<file path="src/rtl/r5fp_unpack_seq.sv">
// R5FP operand unpacker: packed IEEE-754 -> {exp, sig, status}, iterative subnormal normalisation.
// Define R5FP_UNPACK_DAZ_EN to flush subnormal inputs to zero (denormals-are-zero).
module r5fp_unpack_seq #(
   parameter  int SIG_W      = 23,
   parameter  int EXP_W      = 8,
   parameter  int SHIFT_STEP = 4,
   localparam int I_SIG_W    = SIG_W + 4
) (
   input  logic                 clk,
   input  logic                 rstn,
   input  logic                 in_valid,
   output logic                 in_ready,
   input  logic [SIG_W+EXP_W:0] a,
   output logic                 out_valid,
   input  logic                 out_ready,
   output logic [EXP_W:0]       zExp,
   output logic [I_SIG_W-1:0]   zSig,
   output logic [5:0]           zStatus
);

   localparam int ST_ZERO   = 0;
   localparam int ST_INF    = 1;
   localparam int ST_NAN    = 2;
   localparam int ST_INV    = 3;
   localparam int ST_STICKY = 4;
   localparam int ST_SIGN   = 5;

   localparam logic [EXP_W:0] BIAS = {2'b01, {(EXP_W-1){1'b0}}};

   typedef enum logic [1:0] {IDLE, NORM, DONE} state_t;

   state_t state;

   logic [EXP_W-1:0]   e;
   logic [SIG_W-1:0]   f;
   logic               is_zero;
   logic               is_inf;
   logic               is_nan;
   logic               is_sub;
   logic [EXP_W:0]     ld_exp;
   logic [I_SIG_W-1:0] ld_sig;
   logic [5:0]         ld_stat;

   assign e = a[SIG_W +: EXP_W];
   assign f = a[SIG_W-1:0];

   assign is_zero = (e == '0) && (f == '0);
   assign is_inf  = (e == '1) && (f == '0);
   assign is_nan  = (e == '1) && (f != '0);
   assign is_sub  = (e == '0) && (f != '0);

   assign in_ready = (state == IDLE) || ((state == DONE) && out_ready);

   always_comb begin
      ld_exp  = '0;
      ld_sig  = '0;
      ld_stat = '0;
      ld_stat[ST_SIGN] = a[SIG_W+EXP_W];
      unique case (1'b1)
         is_zero: ld_stat[ST_ZERO] = 1'b1;
         is_inf: begin
            ld_exp = '1;
            ld_sig = {2'b01, {SIG_W{1'b0}}, 2'b00};
            ld_stat[ST_INF] = 1'b1;
         end
         is_nan: begin
            ld_exp = '1;
            ld_sig = {2'b01, f, 2'b00};
            ld_stat[ST_NAN] = 1'b1;
            ld_stat[ST_INV] = ~f[SIG_W-1];
         end
`ifdef R5FP_UNPACK_DAZ_EN
         is_sub: begin
            ld_stat[ST_ZERO]   = 1'b1;
            ld_stat[ST_STICKY] = 1'b1;
         end
`else
         // working regs carry subnormals; nothing to load here
         is_sub: ld_exp = '0;
`endif
         default: begin
            ld_exp = {1'b0, e} + BIAS;
            ld_sig = {2'b01, f, 2'b00};
         end
      endcase
   end

`ifndef R5FP_UNPACK_DAZ_EN
   localparam int LZW = $clog2(SIG_W + 2);

   logic [SIG_W:0] sig_r;
   logic [EXP_W:0] exp_r;
   logic [LZW-1:0] lz;
   logic [LZW-1:0] sh;
   logic [SIG_W:0] nsig;
   logic [EXP_W:0] nexp;

   always_comb begin
      lz = LZW'(SIG_W + 1);
      for (int i = 0; i <= SIG_W; i++)
         if (sig_r[i]) lz = LZW'(SIG_W - i);
   end

   assign sh   = (lz > LZW'(SHIFT_STEP)) ? LZW'(SHIFT_STEP) : lz;
   assign nsig = sig_r << sh;
   assign nexp = exp_r - (EXP_W+1)'(sh);
`endif

   always_ff @(posedge clk or negedge rstn) begin
      if (!rstn) begin
         state     <= IDLE;
         out_valid <= 1'b0;
         zExp      <= '0;
         zSig      <= '0;
         zStatus   <= '0;
`ifndef R5FP_UNPACK_DAZ_EN
         sig_r     <= '0;
         exp_r     <= '0;
`endif
      end else begin
         unique case (state)
            IDLE, DONE: begin
               if (in_valid && in_ready) begin
                  zStatus <= ld_stat;
`ifdef R5FP_UNPACK_DAZ_EN
                  state     <= DONE;
                  out_valid <= 1'b1;
                  zExp      <= ld_exp;
                  zSig      <= ld_sig;
`else
                  if (is_sub) begin
                     state     <= NORM;
                     out_valid <= 1'b0;
                     sig_r     <= {1'b0, f};
                     exp_r     <= BIAS + 1'b1;
                  end else begin
                     state     <= DONE;
                     out_valid <= 1'b1;
                     zExp      <= ld_exp;
                     zSig      <= ld_sig;
                  end
`endif
               end else if ((state == DONE) && out_ready) begin
                  state     <= IDLE;
                  out_valid <= 1'b0;
               end
            end
`ifndef R5FP_UNPACK_DAZ_EN
            NORM: begin
               sig_r <= nsig;
               exp_r <= nexp;
               if (nsig[SIG_W]) begin
                  state     <= DONE;
                  out_valid <= 1'b1;
                  zExp      <= nexp;
                  zSig      <= {2'b01, nsig[SIG_W-1:0], 2'b00};
               end
            end
`endif
            default: begin
               state     <= IDLE;
               out_valid <= 1'b0;
            end
         endcase
      end
   end

endmodule

</file>
<file path="config.mk">
export PLATFORM = sky130hd
export DESIGN_NAME = r5fp_unpack_seq
export DESIGN_NICKNAME = d
export VERILOG_FILES = /design/src/rtl/r5fp_unpack_seq.sv
export SDC_FILE = /design/constraint.sdc
export NUM_CORES = 1
export LEC_CHECK = 0
export ABC_AREA = 1
export CAP_MARGIN = 20
export CORE_MARGIN = 2
export CORE_UTILIZATION = 55
export CTS_BUF_LIST = sky130_fd_sc_hd__clkbuf_4 sky130_fd_sc_hd__clkbuf_8
export DETAILED_ROUTE_END_ITERATION = 8
export MAX_ROUTING_LAYER = met4
export PLACE_DENSITY = 0.83
export SETUP_SLACK_MARGIN = 0.4
export SLEW_MARGIN = 20
export SYNTH_ARGS = -nofsm -noshare
export SYNTH_HDL_FRONTEND = slang
export SYNTH_SLANG_ARGS = --single-unit
</file>
<file path="constraint.sdc">
create_clock -name clk -period 3.7 [get_ports clk]
set_input_delay 0.555 -clock clk [delete_from_list [all_inputs] [get_ports clk]]
set_output_delay 0.555 -clock clk [all_outputs]
set_load 0.05 [all_outputs]
</file>
==> Flow_metrics.wiki <==
{| class="wikitable"
! Metric !! Value
|-
| Result of the run || completed
|-
| Synth Register Bits || 73
|-
| Final standard cell area without fillers || just under 0.006 sq mm
|-
| Remaining global-route overflow || 0
|-
| Initial drt markers || 547
|-
| Slew Limit Headroom || 35.8%
|-
| Cell at the slowest stage of the critical path || dfrtp_1
|-
| Clock slew seen by the registers of the worst setup and hold paths || 0.09 ns
|-
| DP HPWL || 8740 um
|-
| Share of flip-flops with an asynchronous set or reset after synthesis || 100%
|-
| Overall power of the completed layout || between 2 and 3 mW
|-
| Final sum of negative setup slack || 0 ns
|-
| IO buf count || 75
|-
| Final worst clock skew || between 0.01 and 0.015 ns
|-
| Via/cell ratio || about 5.7
|-
| Most common cell after layout, fill and taps aside || nand2_1
|-
| Family of cells with the greatest summed delay on the critical path || simple AND/OR/NAND/NOR gates
|-
| Shortest clock period the worst path allows after layout || 3.24 ns
|-
| Floorplan die area || 0.00909 sq mm
|-
| Required time reported for the critical path endpoint || around 4.0 ns
|-
| Fmax || 0.308 GHz
|-
| Number of standard-cell rows in the floorplan || 33
|-
| Placeable core region || 0.00813 sq mm
|-
| Mapped cell area || about 0.0046 sq mm
|-
| Die X-Extent || 95.3 um
|-
| Root Driver || clkbuf_8
|-
| Starting density of the core || 56.4%
|-
| Clock latency on the worst-skew pair || 0.36 ns
|-
| CTS tree || yes
|-
| Final critical-path share of the clock period || 87.7%
|-
| Critical path capture point type || flip-flop
|-
| Origin of the critical flop-to-flop path || sig_r[1]
|-
| Static leakage || 2.98 nW
|-
| Startpoint type of the worst setup path || flip-flop
|-
| Area growth from synthesis to layout || 26.6%
|-
| Max-capacitance violation count || 0
|-
| # DRC || 0
|-
| Overall track demand over capacity in global routing || 30.8%
|-
| Most used flip-flop cell after synthesis || dfrtp_1
|-
| Number of setup violations in the final report || 0
|-
| Post-detailed-route wirelength per cell || about 15 um
|-
| Most frequent CP cell || nand2_1
|-
| Final WL || 13,400 um
|-
| Number of antenna violations at the first check in global routing || 0
|-
| Seq/Total Area, Yosys || 39.8%
|-
| Max-slew violation total from the final report || 0
|-
| Critical path class || reg2reg
|-
| Fin util || between 70% and 80%
|-
| Clock buffer count from CTS || 9
|-
| Source of the critical timing path || sig_r[1]
|-
| Wire length of the first global-routing pass || ~21,000 um
|-
| RSZ-0062 raised after global routing || true
|-
| # fillers || 650
|-
| Via count || a little under 5,000
|-
| Maximum ir drop on the vdd rail || around 0.00022 V
|-
| Routability-driven placement congestion ratio || approximately 0.94
|-
| Crit path max fanout || 2
|-
| Sink Count || 73
|-
| Count of boundary I/O pins || 80
|-
| Number of global-route vias before repair || roughly 4,700
|-
| CTS H-Tree Depth || 3
|-
| Number of flops mapped to enable cells by yosys || 0
|-
| Maximum number of pins on one net before global-route repair || 74
|-
| Placed Area || approximately 0.0054 sq mm
|-
| Post-detailed-route count of antenna-violating nets || 0
|-
| Count of TritonRoute iterations in the first routing pass || 5
|-
| Worst hold-check path type || in2async
|-
| Share of post-route cells with drive strength above 1 || 11.0%
|-
| Cells after Synth || slightly below 700
|-
| Vertical die dimension || 95.3 um
|-
| Post-layout nets || 800
|-
| Power per unit of standard cell area || 455 mW/mm^2
|-
| Unique masters post-synth || 38
|-
| Tightest Pin Transition || 0.963 ns
|-
| Cts hold-fix bufs || 0
|-
| Number of hold-slack violations in the final timing report || 0
|-
| Most used cells in the layout excluding fill and tap cells || nand2_1 (272), nand3_1 (117), clkdlybuf4s50_1 (74), dfrtp_1 (72), inv_1 (48)
|-
| Data arrival time of the worst path || 3.55 ns
|-
| Peak per-stage delay on the critical path || 0.40 ns
|-
| CP Buf/Inv Count || 3
|-
| Warning count from the yosys run || 0
|-
| N_diodes || 0
|-
| Largest buffer count on any clock path || 2
|-
| Per-instance average area after synthesis || 6.80 sq um
|}
==> flip-flops by register name, indices dropped and copies added, names as in the netlist <==
name,cells
zStatus,5
zExp,9
exp_r,9
sig_r,24
zSig,24
state,2
==> routing by layer <==
metal	part of all wire (%)	vias up	track usage (%)
met3	7.3	60	4.51
li1	-	2345	-
met4	3.9	0	14.9
met1	41	2286	38.5
met2	48	254	49.2
met5	0	-	-
==> logic make-up (layout without fill, tap and decap cells) <==
family | count (synthesis) | in the layout | synth area share, %
adders and majority gates | 6 | 6 | 1.80
other | 2 | 6 | 0.164
xor gates and xnor gates | 1 | 1 | 0.191
and+or+nand+nor | 460 | 460 | 43.6
buffers and inverters | 89 | 173 | 8.97
DFF | 73 | 73 | 39.8
AOI/OAI and AO/OA | 44 | 44 | 5.48
==> cell usage after synthesis (3+ instances only) <==
cell type  instances  area [sq um]
a21oi_1            6          30.0
buf_2              5          25.0
buf_4              6          45.0
buf_6              5          56.3
clkbuf_1          17          63.8
dfrtp_1           73          1830
ha_1               5          62.6
inv_1             49           184
inv_2              3          11.3
nand2_1          275          1030
nand2_2           10          62.6
nand3_1          117           586
nand4_1           16           100
nor2_1            25          93.8
nor4_1             6          37.5
o21ai_0           25           125
o21ai_1            3          15.0
==> final timing paths <==
check | cells past startpoint | slack (ns) | end
max in group asynchronous | 2 | 2.59 | sig_r[0]
hold reg to reg | 2 | 0.48 | zSig[14]
min in group clk | 2 | 0.48 | zSig[14]
setup reg to reg | 38 | 0.46 | zExp[7]
setup / recovery | 38 | 0.46 | zExp[7]
hold / removal | 2 | 0.39 | zSig[16]
==> through the flow <==
step | worst slack, ns | cells | hold WS (ns)
global placement | 0.361 | 841 | 0.462
finish | 0.455 | 868 | 0.391
floorplan | 0.410 | 679 | 0.259
global route | 0.000336 | 868 | 0.503
CTS | 0.411 | 857 | 0.453
detailed placement | 0.269 | 841 | 0.466
==> power by group <==
| group | total (mW) | switching [mW] | internal (mW) |
|---|---|---|---|
| logic | 0.913 | 0.599 | 0.314 |
| clock network | 0.749 | 0.341 | 0.408 |
| registers | 0.982 | 0.0868 | 0.895 |
==> timing repair <==
action	CTS	global route
buffers inserted	0	11
endpoints found under the setup margin	4	10
pin swaps	1	12
resized for setup	3	24
==> final cells by class <==
type / instances / area, sq um / area share, %
clock buffers: 10 / 138 / 2.37
repair buffers: 104 / 976 / 16.8
flip-flops and latches: 73 / 1830 / 31.5
clock inverters: 6 / 96.3 / 1.66
inverters: 53 / 199 / 3.43
multi-input cells: 517 / 2440 / 42.0
well taps: 105 / 131 / 2.26
Power figures use the tool's default switching activity.
